**src/rtl/bcd_convert_pkg.sv**
```systemverilog
// Shared definitions for the binary-to-BCD converter: FSM encoding and the
// constants used by the shift-and-add-3 digit correction.
package bcd_convert_pkg;

    typedef enum logic [1:0] {
        IDLE  = 2'd0,
        SHIFT = 2'd1,
        DONE  = 2'd2
    } state_t;

    localparam int DIGIT_W    = 4;
    localparam int ADJ_THRESH = 5;
    localparam int ADJ_ADD    = 3;

endpackage

```
**src/rtl/bcd_convert_if.sv**
```systemverilog
// Request/result bundle between the calculator datapath (master) and the
// converter (slave).
interface bcd_convert_if #(
    parameter int WIDTH  = 12,
    parameter int DIGITS = 4
);

    logic                  start;
    logic [WIDTH-1:0]      count;
    logic                  busy;
    logic                  rdy;
    logic [4*DIGITS-1:0]   bcd;

    modport master (
        output start,
        output count,
        input  busy,
        input  rdy,
        input  bcd
    );

    modport slave (
        input  start,
        input  count,
        output busy,
        output rdy,
        output bcd
    );

endinterface

```
**src/rtl/bcd_convert_digit_adj.sv**
```systemverilog
// Single-digit correction ahead of the shift: any digit of 5 or more gets 3
// added so that doubling it carries correctly into the next decade.
module bcd_digit_adj
    import bcd_convert_pkg::*;
(
    input  logic [DIGIT_W-1:0] d,
    output logic [DIGIT_W-1:0] q
);

    // Conditional add-3 on one BCD digit.
    assign q = (d >= DIGIT_W'(ADJ_THRESH)) ? d + DIGIT_W'(ADJ_ADD) : d;

endmodule

```
**src/rtl/bcd_convert.sv**
```systemverilog
// Sequential binary-to-BCD converter ("double dabble"). A start pulse in IDLE
// captures the operand; WIDTH adjust-and-shift cycles follow, then the packed
// BCD result is latched into the output register with a one-cycle rdy pulse.
module bcd_convert
    import bcd_convert_pkg::*;
#(
    parameter int WIDTH  = 12,
    parameter int DIGITS = 4
)(
    input  logic          clk,
    input  logic          rst,
    bcd_convert_if.slave  bus
);

    localparam int BCD_W = DIGIT_W * DIGITS;
    localparam int SR_W  = BCD_W + WIDTH;
    localparam int CNT_W = $clog2(WIDTH + 1);

    state_t             state;
    logic [SR_W-1:0]    sr;        // {BCD scratch, remaining binary bits}
    logic [CNT_W-1:0]   bit_cnt;
    logic [BCD_W-1:0]   bcd_q;
    logic               busy_q;
    logic               rdy_q;

    logic [BCD_W-1:0]   scratch_adj;
    logic [SR_W-1:0]    sr_pre;
    logic [SR_W-1:0]    sr_next;

    // One correction cell per decade of the scratch area.
    for (genvar g = 0; g < DIGITS; g++) begin : g_adj
        bcd_digit_adj u_adj (
            .d (sr[WIDTH + g*DIGIT_W +: DIGIT_W]),
            .q (scratch_adj[g*DIGIT_W +: DIGIT_W])
        );
    end

    // Adjusted digits rejoin the binary tail, then the whole word moves left.
    assign sr_pre  = {scratch_adj, sr[WIDTH-1:0]};
    assign sr_next = sr_pre << 1;

    // FSM, shift register, bit counter and result register. busy follows the
    // state one edge late, so it drops the cycle after the rdy pulse.
    // NOTE: every register here uses <= so all updates see the pre-edge values.
    always_ff @(posedge clk) begin
        if (rst) begin
            state   <= IDLE;
            sr      <= '0;
            bit_cnt <= '0;
            bcd_q   <= '0;
            busy_q  <= 1'b0;
            rdy_q   <= 1'b0;
        end else begin
            rdy_q  <= 1'b0;
            busy_q <= (state != IDLE);
            case (state)
                IDLE: begin
                    if (bus.start) begin
                        sr      <= {{BCD_W{1'b0}}, bus.count};
                        bit_cnt <= '0;
                        state   <= SHIFT;
                    end
                end
                SHIFT: begin
                    sr      <= sr_next;
                    bit_cnt <= bit_cnt + CNT_W'(1);
                    if (bit_cnt == CNT_W'(WIDTH - 1)) begin
                        state <= DONE;
                    end
                end
                DONE: begin
                    bcd_q <= sr[SR_W-1:WIDTH];
                    rdy_q <= 1'b1;
                    state <= IDLE;
                end
                default: state <= IDLE;
            endcase
        end
    end

    assign bus.busy = busy_q;
    assign bus.rdy  = rdy_q;
    assign bus.bcd  = bcd_q;

endmodule

```
**src/flat_wrapper.sv**
```systemverilog
// flat-port wrapper written by rule: the top's interface ports become plain ports
module bcd_convert_flat import bcd_convert_pkg::*;
#(
    parameter int WIDTH  = 12,
    parameter int DIGITS = 4
)
  (clk, rst, bus_start, bus_count, bus_busy, bus_rdy, bus_bcd);
  bcd_convert_if #(.WIDTH(WIDTH), .DIGITS(DIGITS)) bus_i ();
  input  logic clk;
  input  logic rst;
  input wire logic [$bits(bus_i.start)-1:0] bus_start;
  input wire logic [$bits(bus_i.count)-1:0] bus_count;
  output wire logic [$bits(bus_i.busy)-1:0] bus_busy;
  output wire logic [$bits(bus_i.rdy)-1:0] bus_rdy;
  output wire logic [$bits(bus_i.bcd)-1:0] bus_bcd;
  assign bus_i.start = bus_start;
  assign bus_i.count = bus_count;
  assign bus_busy = bus_i.busy;
  assign bus_rdy = bus_i.rdy;
  assign bus_bcd = bus_i.bcd;
  bcd_convert #(.WIDTH(WIDTH), .DIGITS(DIGITS)) u_core (.clk(clk), .rst(rst), .bus(bus_i));
endmodule
```
**config.mk**
```make
export PLATFORM = sky130hd
export DESIGN_NAME = bcd_convert_flat
export DESIGN_NICKNAME = d
export VERILOG_FILES = /design/src/rtl/bcd_convert_pkg.sv /design/src/rtl/bcd_convert_if.sv /design/src/rtl/bcd_convert_digit_adj.sv /design/src/rtl/bcd_convert.sv /design/src/flat_wrapper.sv
export SDC_FILE = /design/constraint.sdc
export NUM_CORES = 1
export LEC_CHECK = 0
export BUFFER_PORTS_ARGS = -buffer_cell sky130_fd_sc_hd__buf_2
export CAP_MARGIN = 40
export CORE_AREA = 2 2 53 104
export DETAILED_ROUTE_END_ITERATION = 12
export DIE_AREA = 0 0 55 106
export PLACE_DENSITY = 0.79
export SYNTH_ARGS = -nofsm -noshare
export SYNTH_HDL_FRONTEND = slang
export SYNTH_SLANG_ARGS = --single-unit
```
**constraint.sdc**
```tcl
create_clock -name clk -period 1.3 [get_ports clk]
set_input_delay 0.195 -clock clk [delete_from_list [all_inputs] [get_ports clk]]
set_output_delay 0.195 -clock clk [all_outputs]
set_load 0.01 [all_outputs]
```
; ---- After elaboration in Yosys (flattened, before gate mapping)
; Cells that the tools add are included.
[op_classes]
n_addsub = 5
magnitude_cmp = 4
eq_ne = 5
muxes = 12
reduce_logical = 5
[op_table]
columns = operator, n
row1 = one-hot mux 28 bit (2 select lines), 1
row2 = two-way mux 28 bit, 1
row3 = >= comparator 4 x 3 -> 1 bit (second input constant), 4
row4 = two-way mux 4 bit, 4
row5 = adder 4 x 2 -> 4 bit (second input constant), 3
row6 = one-hot mux 4 bit (2 select lines), 1
row7 = adder 4 x 1 -> 4 bit (second input constant), 1
row8 = == test 4 bit (second input constant), 1
row9 = two-way mux 2 bit, 2
row10 = one-hot mux 2 bit (2 select lines), 1
row11 = AND reduction 2 bit, 2
row12 = nonzero test 2 bit, 2
row13 = adder 3 x 2 -> 3 bit (second input constant), 1
row14 = two-way mux 3 bit, 1
row15 = == test 2 x 1 -> 1 bit (second input constant), 1
row16 = == test 2 bit (second input constant), 1
row17 = zero test 2 bit, 1
row18 = inequality test 2 x 1 -> 1 bit (second input constant), 1
row19 = inequality test 2 bit (second input constant), 1
row20 = two-way mux 1 bit, 1
[totals]
regBits = 52
input_bits = 15
out_inout_bits = 18
word_cells = 37

; ---- Depth between registers and ports, before layout
; Gate-level depths: netlist (run 1).
[depth]
depth_word = 3
depth_mapped = 6

; ---- Modules after synthesis
; From an unflattened synthesis (run 1), not the netlist that was laid out.
[hier_totals]
cells_unflattened = 276
hier_area_um2 = 2393.5
[modules_own_cells]
columns = mod, n_inst, cells_per_inst, area_per_inst_um2, seq_area_each_um2
row1 = bcd_convert, 1, 212, 1988.2, 1041.0
row2 = bcd_digit_adj, 4, 16, 101.3, 0.0

; ---- Worst setup path after synthesis (run 1)
; OpenSTA, ideal clock, no wires.
[synth_timing]
kind = reg-to-reg
start = reg u_core.sr[13]
end = reg u_core.sr[14]
t_arrival_ns = 1.250
t_required_ns = 1.183
slack_ns = -0.067
path_stages_with_launch = 7
path_buffers = 0
synth_period_minus_slack_ns = 1.367
cell_sequence = dfxtp_1 inv_1 ha_1 nand2b_1 a21oi_1 mux2i_1 a22o_1
[synth_via]
elab_chain_cells = 3
elab_cells_between_ends = 4
[synth_rtl]
columns = item, line
row1 = start: declaration, bcd_convert.sv:20  ; logic [SR_W-1:0] sr;
row2 = start signal: assignment, bcd_convert.sv:59  ; sr <= {{BCD_W{1'b0}}, bus.count};
row3 = start signal: assignment, bcd_convert.sv:65  ; sr <= sr_next;
row4 = adder 4 x 2 -> 4 bit / >= comparator 4 x 3 -> 1 bit (equally long branches), bcd_convert_digit_adj.sv:11  ; assign q = (d >= DIGIT_W'(ADJ_THRESH)) ? d + DIGIT_W'(ADJ_ADD) : d;
row5 = two-way mux 4 bit *, bcd_convert_digit_adj.sv:11
row6 = one-hot mux 28 bit (2 select lines) *, bcd_convert.sv:56  ; case (state)
; Every way passes the cells marked *; elsewhere a longest branch is shown, timed or not.
; A chain may end at the register's enable or synchronous reset.

; ---- Final worst setup path (run 1)
; Ends and elaborated chain as after synthesis.

==> results of run 1 <==
layout make-up:
type / count / area, sq um / area share (%)
sequential: 52 / 1050 / 33.0
timing repair buffer: 66 / 477 / 14.9
inverter: 14 / 57.6 / 1.80
tap: 58 / 72.6 / 2.27
multi-input combinational: 204 / 1440 / 45.0
clock buffer: 7 / 96.3 / 3.01
repair_timing:
action	CTS	global route
setup buffers	1	4
pin swaps	8	8
resized for setup	20	41
setup endpoints to repair	14	34
hold buffers	0	0
cloned	0	2
cell usage after synthesis:
library cell  instances  area share, %
nand3b_1              1           0.30
o21ai_0               3           0.61
a22oi_1               2           0.61
or3_1                 1           0.25
a2111oi_2             5            3.0
o21ai_1               5            1.0
xor2_1                3            1.1
nor2b_1               8            2.0
nor2b_4               1           0.56
nor3b_1               1           0.30
a22o_1               11            3.9
buf_6                 4            1.8
xnor2_1               4            1.4
clkbuf_1              5           0.76
inv_1                14            2.1
dfxtp_1              52             42
nand2b_1              6            1.5
o21bai_2              1           0.46
nand3_1               6            1.2
nand2_1              34            5.2
ha_1                  9            4.6
nand2b_4              1           0.56
nor3_1                5            1.0
buf_2                11            2.2
a31oi_1               1           0.25
buf_4                 2           0.61
a21oi_1              45            9.1
mux2i_1               4            1.6
o221a_1               6            2.7
and4b_1               2           0.81
nor2_1               39            5.9
per-stage QoR:
| stage | worst slack (ps) | cell area, sq um | power (mW) |
|---|---|---|---|
| finish | -63.1 | 3200 | 2.96 |
| global route | -93.5 | 3200 | 3.07 |
| CTS | 2.79 | 2960 | 2.94 |
| detailed placement | -114 | 2790 | 1.97 |
| global placement | -52.4 | 2790 | 1.96 |
| floorplan | 7.92 | 2480 | 1.89 |
logic make-up after synthesis:
logic type / count (synthesis) / synth area share (%)
and+or+nand+nor: 105 / 19.7
AOI/OAI and AO/OA: 79 / 21.8
DFF: 52 / 42.3
buffers and inverters: 36 / 7.57
adders and majority gates: 9 / 4.57
xor gates and xnor gates: 7 / 2.49
muxes: 4 / 1.63
metal layers:
metal	part of all wire [%]	up-vias	GRT usage (%)	wire [um]
met5	0	-	0	0
met4	3.4	0	7.84	206
met3	3.1	18	3.37	190
met2	55	54	37.0	3380
met1	38	1059	23.6	2340
li1	-	1093	-	-
final timing paths:
kind                            cells past startpoint  slack (ps)               start                 end
worst max-delay path                                6         -60       u_core.sr[13]       u_core.sr[14]
worst min-delay path                                3         260                 rst        u_core.sr[6]
worst max register to register                      6         -60       u_core.sr[13]       u_core.sr[14]
worst min register to register                      2         460  u_core.bus.bcd[13]  u_core.bus.bcd[13]
placed cells by master (no fill, tap or decap), types with 3 or more instances in the layout:
cell,count
dfxtp_1,43
a21oi_1,39
nor2_1,38
nand2_1,34
buf_2,32
buf_4,26
a22o_1,11
inv_1,8
dfxtp_2,8
o21ai_1,7
clkbuf_8,7
nor2b_1,6
nand2b_4,6
nand3_1,6
o221a_1,6
inv_2,4
a21oi_4,4
xnor2_1,4
nor3_1,4
ha_2,4
ha_4,4
nor2b_4,3
mux2i_1,3
xor2_1,3
a2111oi_2,3
buf_6,3
flip-flops by register name (all words and copies together), names as in the netlist:
register,count
u_core.bus.bcd,16
u_core.bit_cnt,4
u_core.bus.busy,1
u_core.sr,28
u_core.bus.rdy,1
u_core.state,2
tightest hold or removal path: stages:
cell and delay, ps:
buf_2 140, buf_4 160, a2111oi_2 40
power breakdown:
| group | leakage, nW | switching [mW] | internal, mW |
|---|---|---|---|
| Combinational | 0.819 | 0.174 | 0.131 |
| Clock | 0.0503 | 0.522 | 0.475 |
| Sequential | 0.428 | 0.0299 | 1.63 |
==> qor.yml, run 1 <==
crit_family: "flip-flops"
drc_errors: 0
syn-cell-area_sq_um: 2460
final_util_pct: 62.8
rsz0062_at_grt: "yes"
ys_seq_area_share_pct: 42.3
start_kind: "flip-flop"
die_h_um: 106
crit_fanout: 3
ys_types: 31
crit_arrival_ps: 1620
endpoint_kind: "flip-flop"
crit_chain: "inv_2 > ha_2 > nand2b_4 > a21oi_4 > mux2i_2 > a22o_1"
die-area_sq_um: 5830
crit_type: "reg2reg"
core_sq_um: 5090
initial_core_util_pct: 48.4
fin_nets: 367
drive_above_1_share_pct: 35.0
die_w_um: 55
hold_viol_final: 0
root_buffer: "clkbuf_8"
tightest_slew_ps: 466
maxSlewViolCount: 0
rows: 37
peakVddDrop_mv: 0.725
dp_cells: 387
relSlewSlack_pct: 68.9
tritoncts: "yes"
p_leak_nw: 1.30
clock_path_buffers: 2
max_freq_ghz: 0.734
syn_avg_cell_area_sq_um: 8.44
grt_pass1_wl_mm: 9.16
drv_cap: 0
numPortBuffers: 32
period_share_pct: 105
overflow: 0
clk_pin_slew_ps: 90
fin_ws_ps: -63.1
finalSetupViolations: 5
dr_total_vias: 2224
drt-pass1-iter-count: 4
fillers: 457
yosysWarnings: 0
power.density_nw_per_um2: 927
clk_latency_ps: 310
grt_max_degree: 38
cts_sinks: 52
min_path_type: "in2reg"
antenna_cells: 0
max_stage_delay_ps: 340
routed_via_density: 5.55
routedWlPerCell_um: 15.3
yosys_register_bits: 52
syn2layout_area_growth_pct: 29.7
critPathSlowestCell: "dfxtp_2"
io_pins: 33
dp_hpwl_mm: 3.73
synthCells: 292
antenna_found_initial: 0
fin_skew_ps: 4.25
fin_hold_ws_ps: 263
setup_tns_ps: -98.9
wl_mm: 6.12
critical_path_required_ps: 1550
drt_iter0_drc: 35
gp_congestion: 0.791
cts_made_buffers: 5
path_buf_inv: 1
htreeDepth: 2
fin_crit_ps: 1360
violations: "setup timing"
finalNonFillerCells: 401
ant_nets: 0
grtUsageTotal_pct: 20.9
status: "complete, but fails checks"
syn_nets: 316
first_global_vias: 2009
Note: power is estimated with default switching activity, not from simulation.
==> inputs of run 2 (changes only) <==
--- a/config.mk
+++ b/config.mk
@@ -11,6 +11,7 @@
 export DETAILED_ROUTE_END_ITERATION = 12
 export DIE_AREA = 0 0 55 106
 export PLACE_DENSITY = 0.79
+export SETUP_SLACK_MARGIN = 0.5
 export SYNTH_ARGS = -nofsm -noshare
 export SYNTH_HDL_FRONTEND = slang
 export SYNTH_SLANG_ARGS = --single-unit
==> qor.yml, run 2 (same netlist as run 1, synthesis figures left out) <==
grt_max_degree: 22  # was 38
drt_iter0_drc: 61  # was 35
crit_type: "reg2reg"  # unchanged
drv_cap: 0  # unchanged
routedWlPerCell_um: 18.6  # was 15.3 um
clk_latency_ps: 310  # about the same
start_kind: "flip-flop"  # unchanged
fin_skew_ps: 8.79  # was 4.25 ps
peakVddDrop_mv: 1.03  # was 0.725 mV
worst_r2r_path_depth: 6  # unchanged
die-area_sq_um: 5830  # unchanged
violations: "setup timing"  # unchanged
status: "complete, but fails checks"  # unchanged
syn2layout_area_growth_pct: 58.3  # was 29.7%
cts_made_buffers: 5  # unchanged
overflow: 0  # unchanged
hold_viol_final: 0  # unchanged
maxSlewViolCount: 0  # unchanged
grt_pass1_wl_mm: 9.74  # was 9.16 mm
tritoncts: "yes"  # unchanged
core_sq_um: 5090  # unchanged
hold_buffers: 0  # unchanged
die_h_um: 106  # unchanged
tightest_slew_ps: 417  # was 466 ps
fin_ws_ps: -109  # was -63.1 ps
htreeDepth: 2  # unchanged
gp_congestion: 0.830  # was 0.791
rows: 37  # unchanged
period_share_pct: 108  # was 105%
grtUsageTotal_pct: 22.2  # was 20.9%
root_buffer: "clkbuf_8"  # unchanged
drc_errors: 0  # unchanged
pre_cts_slack_ps: -1.94  # was -114 ps
clock_path_buffers: 2  # unchanged
crit_fanout: 4  # was 3
relSlewSlack_pct: 72.2  # was 68.9%
dp_hpwl_mm: 4.11  # was 3.73 mm
rsz0062_at_grt: "yes"  # unchanged
critical_path_required_ps: 1530  # was 1550 ps
antenna_cells: 0  # unchanged
endpoint_kind: "flip-flop"  # unchanged
routed_via_density: 5.75  # was 5.55
crit_arrival_ps: 1640  # was 1620 ps
first_global_vias: 2148  # was 2009
die_w_um: 55  # unchanged
wl_mm: 7.77  # was 6.12 mm
cts_sinks: 52  # unchanged
largest_reg_flops: 28  # unchanged
p_leak_nw: 1.46  # was 1.30 nW
fin_nets: 383  # was 367
initial_core_util_pct: 48.4  # unchanged
setup_tns_ps: -165  # was -98.9 ps
final_common_cell: "buf_6"  # was dfxtp_1
drt-pass1-iter-count: 4  # unchanged
finalSetupViolations: 3  # was 5
numPortBuffers: 32  # unchanged
fin_area_sq_um: 3900  # was 3200 sq um
drive_above_1_share_pct: 61.1  # was 35.0%
place_area_sq_um: 2970  # was 2790 sq um
power.density_nw_per_um2: 769  # was 927 nW/um^2
layout_common_cells: "buf_6, nor2_1, buf_4"  # was dfxtp_1, a21oi_1, nor2_1
antenna_found_initial: 0  # unchanged
final_util_pct: 76.6  # was 62.8%
fin_hold_ws_ps: 319  # was 263 ps
max_freq_ghz: 0.710  # was 0.734 GHz
hold_depth: 4  # was 3
dr_total_vias: 2404  # was 2224
io_pins: 33  # unchanged
ant_nets: 0  # unchanged
min_path_type: "in2reg"  # unchanged
largest_register: "u_core.sr"  # unchanged
fin_crit_ps: 1410  # was 1360 ps
clk_pin_slew_ps: 100  # was 90 ps
## run 2: changes by cell type in the layout (fill, tap and decap cells not counted), sizes merged
cell	delta
buf	+15
clkbuf	-2
nand2b	+2
clkinv	+1
clkinvlp	+1
## run 2: critical path, stage by stage (launching register included)
cell	delay, ps
dfxtp_4	390
inv_4	50
ha_4	150
nand2b_4	140
a21oi_4	200
xnor2_1	210
a22o_1	200
## run 2: stage by stage
step                      std cells  power, mW
final                           418       3.00
after floorplan                 292       1.92
after detailed placement        381       2.01
after global placement          381       2.00
after global routing            418       3.11
after CTS                       396       2.89
## run 2: layout make-up
| class | instances | area [sq um] |
|---|---|---|
| multi-input cells | 206 | 1830 |
| fillers | 307 | 1190 |
| flip-flops and latches | 52 | 1100 |
| repair buffers | 80 | 752 |
| clock buffers | 6 | 72.6 |
| well taps | 58 | 72.6 |
| inverters | 14 | 62.6 |
| clock inverters | 2 | 11.3 |
## run 2: worst paths after layout
path / slack, ps / startpoint / to
worst min-delay path: 320 / bus_count[7] / u_core.sr[7]
worst max register to register: -110 / u_core.sr[21] / u_core.sr[21]
worst max-delay path: -110 / u_core.sr[21] / u_core.sr[21]
worst min register to register: 470 / u_core.bus.bcd[7] / u_core.bus.bcd[7]
## run 2: report_power, final
group,internal (mW),switching [mW],total [mW]
Sequential,1.62,0.0459,1.66
Combinational,0.201,0.226,0.427
Clock,0.375,0.534,0.909
Total,2.19,0.806,3.00
## run 2: timing repair
item | CTS | global route
pin swaps | 11 | 59
setup buffers | 7 | 18
cloned | 0 | 4
resized for setup | 43 | 106
endpoints found under the setup margin | 70 | 70
## run 2: metal layers
metal  part of all wire [%]  global-route usage, %
met2                     59                   39.3
met1                     35                   24.4
met5                      0                      0
met3                    2.8                   3.93
met4                    2.9                   8.71
==> inputs of run 3 (changes only) <==
==> constraint.sdc (replaced) <==
create_clock -name clk -period 1.3 [get_ports clk]
set_input_delay 0.26 -clock clk [delete_from_list [all_inputs] [get_ports clk]]
set_output_delay 0.26 -clock clk [all_outputs]
set_load 0.01 [all_outputs]
==> qor.yml, run 3 (same netlist as run 1, synthesis figures left out) <==
tightest_slew_ps: 463  # was 417 ps
grt.met1_usage_pct: 25.4  # was 24.4%
die_h_um: 106  # unchanged
drv_cap: 0  # unchanged
crit_type: "reg2reg"  # unchanged
initial_core_util_pct: 48.4  # unchanged
r2r_slack_ps: -90  # was -110 ps
rsz0062_at_grt: "yes"  # unchanged
tritoncts: "yes"  # unchanged
drt_iter0_drc: 76  # was 61
largest_register: "u_core.sr"  # unchanged
gp_congestion: 0.742  # was 0.830
drc_errors: 0  # unchanged
root_buffer: "clkbuf_8"  # unchanged
fin_skew_ps: 10.8  # was 8.79 ps
core_sq_um: 5090  # unchanged
grt_pass1_wl_mm: 11.5  # was 9.74 mm
grtUsageMet3_pct: 3.79  # was 3.93%
die-area_sq_um: 5830  # unchanged
violations: "setup timing"  # unchanged
rows: 37  # unchanged
power.density_nw_per_um2: 743  # was 769 nW/um^2
worst_r2r_path_depth: 5  # was 6
htreeDepth: 2  # unchanged
dr_total_vias: 2510  # was 2404
grtUsageTotal_pct: 26.8  # was 22.2%
clk_pin_slew_ps: 100  # about the same
antenna_found_initial: 0  # unchanged
clock_path_buffers: 2  # unchanged
path_buf_inv: 2  # was 1
period_share_pct: 107  # was 108%
drive_above_1_share_pct: 68.6  # was 61.1%
p_total_mw: 3.09  # was 3.00 mW
fin_hold_ws_ps: 393  # was 319 ps
worstHoldEndpoint: "u_core.sr[1]"  # was u_core.sr[7]
final_common_cell: "buf_6"  # unchanged
endpoint_kind: "flip-flop"  # unchanged
clk_latency_ps: 310  # about the same
overflow: 0  # unchanged
dp_hpwl_mm: 4.04  # was 4.11 mm
relSlewSlack_pct: 69.1  # was 72.2%
critPathSlowestCell: "dfxtp_4"  # unchanged
maxSlewViolCount: 0  # unchanged
routedWlPerCell_um: 20.2  # was 18.6 um
drt-pass1-iter-count: 4  # unchanged
crit_chain: "buf_12 > nand2b_4 > buf_6 > or3_1 > a31oi_1"  # was inv_4 > ha_4 > nand2b_4 > a21oi_4 > xnor2_1 > a22o_1
grt_most_used_layer: "met2"  # unchanged
peakVddDrop_mv: 0.778  # was 1.03 mV
final_util_pct: 81.8  # was 76.6%
grt_use_met2_pct: 51.4  # was 39.3%
syn2layout_area_growth_pct: 69.1  # was 58.3%
crit_arrival_ps: 1620  # was 1640 ps
die_w_um: 55  # unchanged
hold_depth: 4  # unchanged
max_stage_delay_ps: 370  # was 390 ps
antenna_cells: 0  # unchanged
reg2reg_to: "u_core.bit_cnt[3]"  # was u_core.sr[21]
cts_sinks: 52  # unchanged
worstHoldStart: "bus_count[1]"  # was bus_count[7]
crit_family: "simple AND/OR/NAND/NOR gates"  # was compound AO/OA/AOI/OAI gates
io_pins: 33  # unchanged
fin_crit_ps: 1390  # was 1410 ps
layout_common_cells: "buf_6, a21oi_2, dfxtp_2"  # was buf_6, nor2_1, buf_4
wl_mm: 8.52  # was 7.77 mm
min_path_type: "in2reg"  # unchanged
grt_max_degree: 17  # was 22
start_kind: "flip-flop"  # unchanged
finalSetupViolations: 4  # was 3
p_leak_nw: 1.66  # was 1.46 nW
largest_reg_flops: 28  # unchanged
fin_ws_ps: -86.3  # was -109 ps
setup_tns_ps: -155  # was -165 ps
routed_via_density: 5.96  # was 5.75
cp-startpoint: "u_core.state[1]"  # was u_core.sr[21]
ant_nets: 0  # unchanged
pre_cts_slack_ps: 9.53  # was -1.94 ps
hold_viol_final: 0  # unchanged
numPortBuffers: 32  # unchanged
cts_made_buffers: 5  # unchanged
rr_startpoint: "u_core.state[1]"  # was u_core.sr[21]
fin_nets: 386  # was 383
max_freq_ghz: 0.721  # was 0.710 GHz
hold_buffers: 0  # unchanged
first_global_vias: 2484  # was 2148
crit_fanout: 6  # was 4
critical_path_required_ps: 1540  # was 1530 ps
status: "complete, but fails checks"  # unchanged
==> run 3: cell types whose count changed in the layout (fill, tap and decap cells not counted), sizes merged <==
cell | previous run | this run
clkbuf | 7 | 6
buf | 79 | 82
clkinv | 1 | 3
clkinvlp | 1 | 0
==> run 3: what timing repair did <==
item / in CTS / in global routing
gates cloned: 6 / 0
buffers inserted: 18 / 9
endpoints found under the setup margin: 70 / 70
pin swaps: 50 / 46
gates resized for setup: 100 / 101
==> run 3: report_power, final <==
group | switching (mW) | internal, mW
registers | 0.0558 | 1.62
clock network | 0.555 | 0.377
logic | 0.257 | 0.228
total | 0.867 | 2.23
==> run 3: area by class of cell <==
cell class	count	area [sq um]
multi-input combinational	206	1990
sequential	52	1100
fill	259	927
timing repair buffer	83	860
tap	58	72.6
clock buffer	5	68.8
inverter	14	62.6
clock inverter	3	18.8
==> run 3: worst max path at each step <==
| stage | depth (start not counted) | slack [ps] | end |
|---|---|---|---|
| after floorplan | 6 | 130 | u_core.sr[14] |
| after global placement | 6 | 50 | u_core.sr[14] |
| after detailed placement | 6 | 10 | u_core.sr[14] |
| after CTS | 6 | 20 | u_core.sr[22] |
| after global routing | 6 | -90 | u_core.sr[26] |
| final | 5 | -90 | u_core.bit_cnt[3] |
==> run 3: worst register-to-register path: stages, from the launching register on <==
cell and delay [ps]:
dfxtp_4 370, buf_12 130, nand2b_4 180, buf_6 140, or3_1 320, a31oi_1 180
==> run 3: layer usage <==
| layer | share of wire (%) | up-vias | wire, um |
|---|---|---|---|
| met1 | 33 | 1246 | 2800 |
| met2 | 59 | 92 | 5000 |
| li1 | - | 1136 | - |
| met4 | 5.6 | 0 | 473 |
| met3 | 2.8 | 36 | 240 |
| met5 | 0 | - | 0 |
==> run 3: metrics by stage <==
stage               instance area [sq um]  instances
finish                               4170        421
CTS                                  3730        412
global route                         4170        421
detailed placement                   3000        380
global placement                     3000        380
floorplan                            2830        292
